$ cat config.mk
export PLATFORM = sky130hd
export DESIGN_NAME = example_rtl_dma64_loader
export DESIGN_NICKNAME = d
export VERILOG_FILES = /design/src/rtl/example_rtl_dma64_loader.sv
export SDC_FILE = /design/constraint.sdc
export NUM_CORES = 1
export LEC_CHECK = 0
export ABC_AREA = 1
export ABC_CLOCK_PERIOD_IN_PS = 6950
export CAP_MARGIN = 0
export CELL_PAD_IN_SITES_DETAIL_PLACEMENT = 1
export CELL_PAD_IN_SITES_GLOBAL_PLACEMENT = 1
export CORE_MARGIN = 2
export CORE_UTILIZATION = 46
export DETAILED_ROUTE_END_ITERATION = 12
export PLACE_DENSITY = 0.92
export SYNTH_ARGS = -nofsm -noshare
export SYNTH_HDL_FRONTEND = slang
export SYNTH_SLANG_ARGS = --single-unit
$ cat constraint.sdc
create_clock -name clk -period 6.95 [get_ports clk]
set_clock_uncertainty 0.1 [all_clocks]
set_input_delay 1.39 -clock clk [delete_from_list [all_inputs] [get_ports clk]]
set_output_delay 1.39 -clock clk [all_outputs]
set_load 0.02 [all_outputs]
$ cat src/rtl/example_rtl_dma64_loader.sv
// DMA64 read-side loader: issues bounded read bursts, buffers returned beats, streams them out.
// Optional debug counters are enabled with the DMA64_LOADER_DEBUG_EN macro.
module example_rtl_dma64_loader #(
  parameter int unsigned FIFO_DEPTH = 8,
  parameter int unsigned BURST_MAX  = 16
) (
  input  logic        clk,
  input  logic        rst,
  input  logic        conf_done,
  input  logic [31:0] conf_info_base,
  input  logic [31:0] conf_info_len,
  output logic        dma_read_ctrl_valid,
  input  logic        dma_read_ctrl_ready,
  output logic [31:0] dma_read_ctrl_data_index,
  output logic [31:0] dma_read_ctrl_data_length,
  output logic [2:0]  dma_read_ctrl_data_size,
  input  logic        dma_read_chnl_valid,
  output logic        dma_read_chnl_ready,
  input  logic [63:0] dma_read_chnl_data,
  output logic        out_valid,
  input  logic        out_ready,
  output logic [63:0] out_data,
  output logic        out_last,
  output logic        load_done,
  output logic [31:0] debug
);

  localparam int unsigned PTR_W = $clog2(FIFO_DEPTH);
  localparam int unsigned CNT_W = $clog2(FIFO_DEPTH + 1);

  typedef enum logic [2:0] {
    S_IDLE  = 3'd0,
    S_REQ   = 3'd1,
    S_XFER  = 3'd2,
    S_DRAIN = 3'd3,
    S_DONE  = 3'd4
  } state_t;

  state_t             state_q, state_d;
  logic               conf_prev_q;
  logic [31:0]        idx_q, idx_d;
  logic [31:0]        rem_q, rem_d;
  logic [31:0]        burst_left_q, burst_left_d;
  logic               ctrl_valid_q, ctrl_valid_d;
  logic [31:0]        ctrl_index_q, ctrl_index_d;
  logic [31:0]        ctrl_length_q, ctrl_length_d;
  logic               load_done_q, load_done_d;

  logic [63:0]        fifo_data_q [FIFO_DEPTH];
  logic               fifo_last_q [FIFO_DEPTH];
  logic [PTR_W-1:0]   wr_ptr_q, wr_ptr_d;
  logic [PTR_W-1:0]   rd_ptr_q, rd_ptr_d;
  logic [CNT_W-1:0]   count_q, count_d;
  logic               chnl_ready_q, chnl_ready_d;
  logic               out_valid_q, out_valid_d;
  logic [63:0]        out_data_q, out_data_d;
  logic               out_last_q, out_last_d;

  logic               conf_rise_c;
  logic               push_c;
  logic               pop_c;
  logic               last_tag_c;
  logic               head_bypass_c;
  logic [CNT_W-1:0]   count_after_pop_c;
  logic [31:0]        free_c;
  logic [31:0]        burst_c;

  // Handshakes and burst sizing; free space counts the pop retiring at this edge.
  always_comb begin
    conf_rise_c       = conf_done & ~conf_prev_q;
    push_c            = (state_q == S_XFER) & dma_read_chnl_valid & chnl_ready_q;
    pop_c             = out_valid_q & out_ready;
    last_tag_c        = (rem_q == 32'd1);
    count_after_pop_c = count_q - CNT_W'(pop_c);
    free_c            = 32'(FIFO_DEPTH) - 32'(count_after_pop_c);
    burst_c           = rem_q;
    if (burst_c > 32'(BURST_MAX)) begin
      burst_c = 32'(BURST_MAX);
    end
    if (burst_c > free_c) begin
      burst_c = free_c;
    end
  end

  // Control FSM next-state and request outputs.
  always_comb begin
    state_d       = state_q;
    idx_d         = idx_q;
    rem_d         = rem_q;
    burst_left_d  = burst_left_q;
    ctrl_valid_d  = ctrl_valid_q;
    ctrl_index_d  = ctrl_index_q;
    ctrl_length_d = ctrl_length_q;
    load_done_d   = 1'b0;
    case (state_q)
      S_IDLE: begin
        if (conf_rise_c) begin
          idx_d   = conf_info_base;
          rem_d   = conf_info_len;
          state_d = (conf_info_len == 32'd0) ? S_DONE : S_REQ;
        end
      end
      S_REQ: begin
        if (!ctrl_valid_q) begin
          if (burst_c != 32'd0) begin
            ctrl_valid_d  = 1'b1;
            ctrl_index_d  = idx_q;
            ctrl_length_d = burst_c;
          end
        end else if (dma_read_ctrl_ready) begin
          ctrl_valid_d = 1'b0;
          burst_left_d = ctrl_length_q;
          state_d      = S_XFER;
        end
      end
      S_XFER: begin
        if (push_c) begin
          burst_left_d = burst_left_q - 32'd1;
          rem_d        = rem_q - 32'd1;
          if (burst_left_q == 32'd1) begin
            if (rem_q == 32'd1) begin
              state_d = S_DRAIN;
            end else begin
              idx_d   = idx_q + ctrl_length_q;
              state_d = S_REQ;
            end
          end
        end
      end
      S_DRAIN: begin
        if (count_q == '0) begin
          state_d = S_DONE;
        end
      end
      S_DONE: begin
        load_done_d = 1'b1;
        state_d     = S_IDLE;
      end
      default: begin
        state_d = S_IDLE;
      end
    endcase
  end

  // FIFO pointers and registered head; bypass when the head slot is written this cycle.
  always_comb begin
    wr_ptr_d      = wr_ptr_q + PTR_W'(push_c);
    rd_ptr_d      = rd_ptr_q + PTR_W'(pop_c);
    count_d       = count_q + CNT_W'(push_c) - CNT_W'(pop_c);
    head_bypass_c = push_c & (wr_ptr_q == rd_ptr_d);
    out_valid_d   = (count_d != '0);
    chnl_ready_d  = (count_d != CNT_W'(FIFO_DEPTH));
    out_data_d    = head_bypass_c ? dma_read_chnl_data : fifo_data_q[rd_ptr_d];
    out_last_d    = head_bypass_c ? last_tag_c : fifo_last_q[rd_ptr_d];
    if (!out_valid_d) begin
      out_data_d = '0;
      out_last_d = 1'b0;
    end
  end

  always_ff @(posedge clk or negedge rst) begin
    if (!rst) begin
      state_q       <= S_IDLE;
      conf_prev_q   <= 1'b0;
      idx_q         <= '0;
      rem_q         <= '0;
      burst_left_q  <= '0;
      ctrl_valid_q  <= 1'b0;
      ctrl_index_q  <= '0;
      ctrl_length_q <= '0;
      load_done_q   <= 1'b0;
      wr_ptr_q      <= '0;
      rd_ptr_q      <= '0;
      count_q       <= '0;
      chnl_ready_q  <= 1'b0;
      out_valid_q   <= 1'b0;
      out_data_q    <= '0;
      out_last_q    <= 1'b0;
    end else begin
      state_q       <= state_d;
      conf_prev_q   <= conf_done;
      idx_q         <= idx_d;
      rem_q         <= rem_d;
      burst_left_q  <= burst_left_d;
      ctrl_valid_q  <= ctrl_valid_d;
      ctrl_index_q  <= ctrl_index_d;
      ctrl_length_q <= ctrl_length_d;
      load_done_q   <= load_done_d;
      wr_ptr_q      <= wr_ptr_d;
      rd_ptr_q      <= rd_ptr_d;
      count_q       <= count_d;
      chnl_ready_q  <= chnl_ready_d;
      out_valid_q   <= out_valid_d;
      out_data_q    <= out_data_d;
      out_last_q    <= out_last_d;
    end
  end

  // Beat storage carries no reset; occupancy is tracked by count_q.
  always_ff @(posedge clk) begin
    if (push_c) begin
      fifo_data_q[wr_ptr_q] <= dma_read_chnl_data;
      fifo_last_q[wr_ptr_q] <= last_tag_c;
    end
  end

`ifdef DMA64_LOADER_DEBUG_EN
  logic [15:0] beats_out_q, beats_out_d;

  // Popped-beat counter, cleared on job start and saturating.
  always_comb begin
    beats_out_d = beats_out_q;
    if ((state_q == S_IDLE) && conf_rise_c) begin
      beats_out_d = '0;
    end else if (pop_c && (beats_out_q != 16'hFFFF)) begin
      beats_out_d = beats_out_q + 16'd1;
    end
  end

  always_ff @(posedge clk or negedge rst) begin
    if (!rst) begin
      beats_out_q <= '0;
    end else begin
      beats_out_q <= beats_out_d;
    end
  end

  assign debug = {3'(state_q), 5'b0, 8'(count_q), beats_out_q};
`else
  assign debug = 32'd0;
`endif

  assign dma_read_ctrl_valid       = ctrl_valid_q;
  assign dma_read_ctrl_data_index  = ctrl_index_q;
  assign dma_read_ctrl_data_length = ctrl_length_q;
  assign dma_read_ctrl_data_size   = 3'b011;
  assign dma_read_chnl_ready       = chnl_ready_q;
  assign out_valid                 = out_valid_q;
  assign out_data                  = out_data_q;
  assign out_last                  = out_last_q;
  assign load_done                 = load_done_q;

endmodule
==> flow_summary.yaml <==
run_status:
  outcome: "complete, no violations"
floorplanning:
  start_util_pct: 46.3
  fp.coreArea_mm2: 0.0743
  dieHeight_um: 278
  die_x_um: 278
  die-area_mm2: 0.0770
  rows: 100
  io_pins: 302
pwr:
  p_switching_mw: 9.67
  finalPower_mw: 22.0
  power_leakage_nw: 15.8
  swShare_pct: 44.0
  clkPwrFrac_pct: 22.5
  ir_drop_uv: 389
  pwr_density_cell_mw_per_mm2: 535
  combPwrFrac_pct: 47.6
  pwr-share-seq_pct: 29.9
  p_int_mw: 12.3
setup_path:
  r2r-end: "dma_read_ctrl_data_length[11]$_DFFE_PN0P_"
  critPathKind: "input pin to register"
  crit_path_frequent_cell: "nand2_1"
  critPathTopFamily: "simple AND/OR/NAND/NOR gates"
  cpPeakStageDelay_ns: 0.61
  slowest_stage: "nand2_1"
  crit_path_end_kind: "register"
  path_max_fanout: 39
  cp.arrival_ns: 6.34
  r2r_slack_ns: 1.75
  crit_required_ns: 7.41
  start_kind: "input pin"
  reg2reg_depth: 24
  rr_startpoint: "out_valid$_DFF_PN0_"
  worst-path-buf-inv: 3
routing:
  finalWirelength_um: 110000
  drc: 0
  ant_nets: 0
  first_pass_iters: 6
  avgRoutedWirePerCell_um: 24.8
  via_per_inst: 6.04
  vias: 26800
  drtIter0Drc: 2234
cells_and_area:
  syn_to_final_growth_pct: 19.4
  fin_nets: 3617
  drive_gt1_share_pct: 7.47
sta:
  worst_pin_slew_ns: 1.09
  rsz0062_at_grt: "no"
  relSlewSlack_pct: 27.1
  tns_ns: 0
  finalCritPeriodShare_pct: 84.6
  drv_slew: 0
  fin_hold_ws_ns: 0.379
  period_minus_slack_ns: 5.88
  setup_viol: 0
  max_freq_mhz: 170
  hold_violations: 0
yosys:
  syn_area_per_cell_um2: 10.9
  syn_area_mm2: 0.0344
  seq_area_frac_synth_pct: 63.0
  yosys.area.top_type: "edfxtp_1"
  synth_edf_count: 520
  synth_most_common_cell: "nand2_1"
  async_flop_share_pct: 31.8
  synth_seq_cells: 763
  synth_flop_cell: "edfxtp_1"
  syn_inst: 3166
  synth_top_area_share_pct: 45.4
  synth_area_leaders: "edfxtp_1 45%, dfrtp_1 18%, nand2_1 6.9%"
  synthTopCellsByCount: "635 x nand2_1, 520 x edfxtp_1, 374 x a21oi_1"
  ys_warn_count: 0
  synth_cell_types: 62
global_routing:
  antenna_found_initial: 12
  track_usage_pct: 28.3
  grt_overflow_total: 0
  grt_max_degree: 189
  grt_pass1_vias: 28500
  grt_pass1_wl_um: 169000
place:
  place_hpwl_um: 63700
  routabilityCongestion: 0.960
  portBuffers: 266
hold_path:
  hold_path_end: "dma_read_ctrl_data_index[7]$_DFFE_PN0P_"
  min_path_type: "register to register"
  min_from: "dma_read_ctrl_data_index[7]$_DFFE_PN0P_"
  min_path_cells: 2
cts:
  cts_buffer_depth: 3
  cts-buffers-inserted: 83
  numClockSinks: 763
  postCtsSetupBuffers: 0
  cts.htree.levels: 3
  cts.clk_slew.worst_paths_ns: 0.06
  cts_resized: 0
  clk_latency_ns: 0.67
  postCtsHoldBufs: 0
  cts_tree: "built"
  cts-root-buf: "clkbuf_16"
flow_run:
  cap_violations: 0
-- layout make-up --
cell class | instances | area [um2]
antenna | 3 | 7.51
clock buffer | 97 | 2200
clock inverter | 57 | 877
fill | 7746 | 33200
inverter | 150 | 573
multi-input combinational | 2098 | 11500
sequential | 763 | 21700
tap | 969 | 1210
timing repair buffer | 304 | 3080
-- routing by layer --
layer	up-vias	wire length, um	track usage (%)
met4	14	4000	10.7
li1	11800	-	-
met5	-	94	0
met1	13600	43500	35.6
met3	290	7580	4.95
met2	1132	54900	48.7
-- how the worst max path moves through the flow --
stage,startpoint,end,cells past startpoint,slack (ns)
after floorplan,dma_read_chnl_valid,fifo_data_q[6][0]$_DFFE_PP_,4,0.14
after global placement,out_ready,dma_read_ctrl_data_length[23]$_DFFE_PN0P_,25,0.72
after detailed placement,out_ready,dma_read_ctrl_data_length[15]$_DFFE_PN0P_,25,0.47
after CTS,out_ready,dma_read_ctrl_data_length[15]$_DFFE_PN0P_,25,1.08
after global routing,out_ready,dma_read_ctrl_data_length[11]$_DFFE_PN0P_,25,0.64
final,out_ready,dma_read_ctrl_data_length[11]$_DFFE_PN0P_,25,1.07
-- worst register-to-register path, cell delays in order (launching register included) --
cell	delay (ns)
dfrtp_1	0.45
nand2_1	0.16
inv_1	0.12
ha_1	0.21
ha_1	0.31
ha_1	0.21
nand2_1	0.11
nand2_1	0.61
ha_1	0.59
a21oi_1	0.16
nor2_1	0.05
nor2_1	0.08
nand2_1	0.06
nand2_1	0.07
nand2_1	0.06
nand2_1	0.07
nand2_2	0.12
nand2_4	0.12
nand2_1	0.08
nand2_1	0.09
nor2_1	0.06
nand3_2	0.05
buf_4	0.41
nand3_2	0.55
nand2_1	0.23
-- state kept, by name, summed over array words and instances (netlist names) --
register and cells:
load_done 1, count_q 4, conf_prev_q 1, dma_read_ctrl_valid 1, fifo_last_q 8, idx_q 32
dma_read_ctrl_data_length 32, wr_ptr_q 3, dma_read_ctrl_data_index 32, burst_left_q 32, rem_q 32, out_last 1
dma_read_chnl_ready 1, rd_ptr_q 3, out_valid 1, fifo_data_q 512, state_q 3, out_data 64
-- per-stage QoR --
step / cell area [um2] / util, % / setup WS (ns) / instances
after floorplan: 34600 / - / 0.137 / 3226
after global placement: 38000 / 51.2 / 0.718 / 4284
after detailed placement: 38000 / 51.2 / 0.472 / 4284
after CTS: 41100 / 55.3 / 1.08 / 4438
after global routing: 41100 / 55.3 / 0.643 / 4441
final: 41100 / 55.3 / 1.07 / 4441
-- kinds of logic after synthesis --
| group | share of synthesized area (%) |
|---|---|
| buffers and inverters | 4.65 |
| DFF | 63.0 |
| and+or+nand+nor | 12.8 |
| AOI/OAI and AO/OA | 15.3 |
| other | 0.0218 |
| muxes | 0.0618 |
| xor gates and xnor gates | 1.09 |
| adders and majority gates | 3.06 |
-- cells in the final DEF, fill, tap and decap left out, drive strengths merged, types with 107 or more instances in the layout --
cell type	count
edfxtp	520
a21oi	375
o21ai	208
nand3	107
clkdlybuf4s50	265
inv	149
dfrtp	243
a221o	130
nand2	671
nor2	178
-- power by group through the flow --
stage / logic (mW) / clock network, mW / registers (mW)
after floorplan: 6.39 / 0 / 6.78
after global placement: 9.60 / 0 / 6.57
after detailed placement: 10.1 / 0 / 6.61
after CTS: 10.4 / 5.01 / 6.55
after global routing: 11.4 / 5.16 / 6.64
final: 10.5 / 4.96 / 6.57
Note: power is estimated with default switching activity, not from simulation.
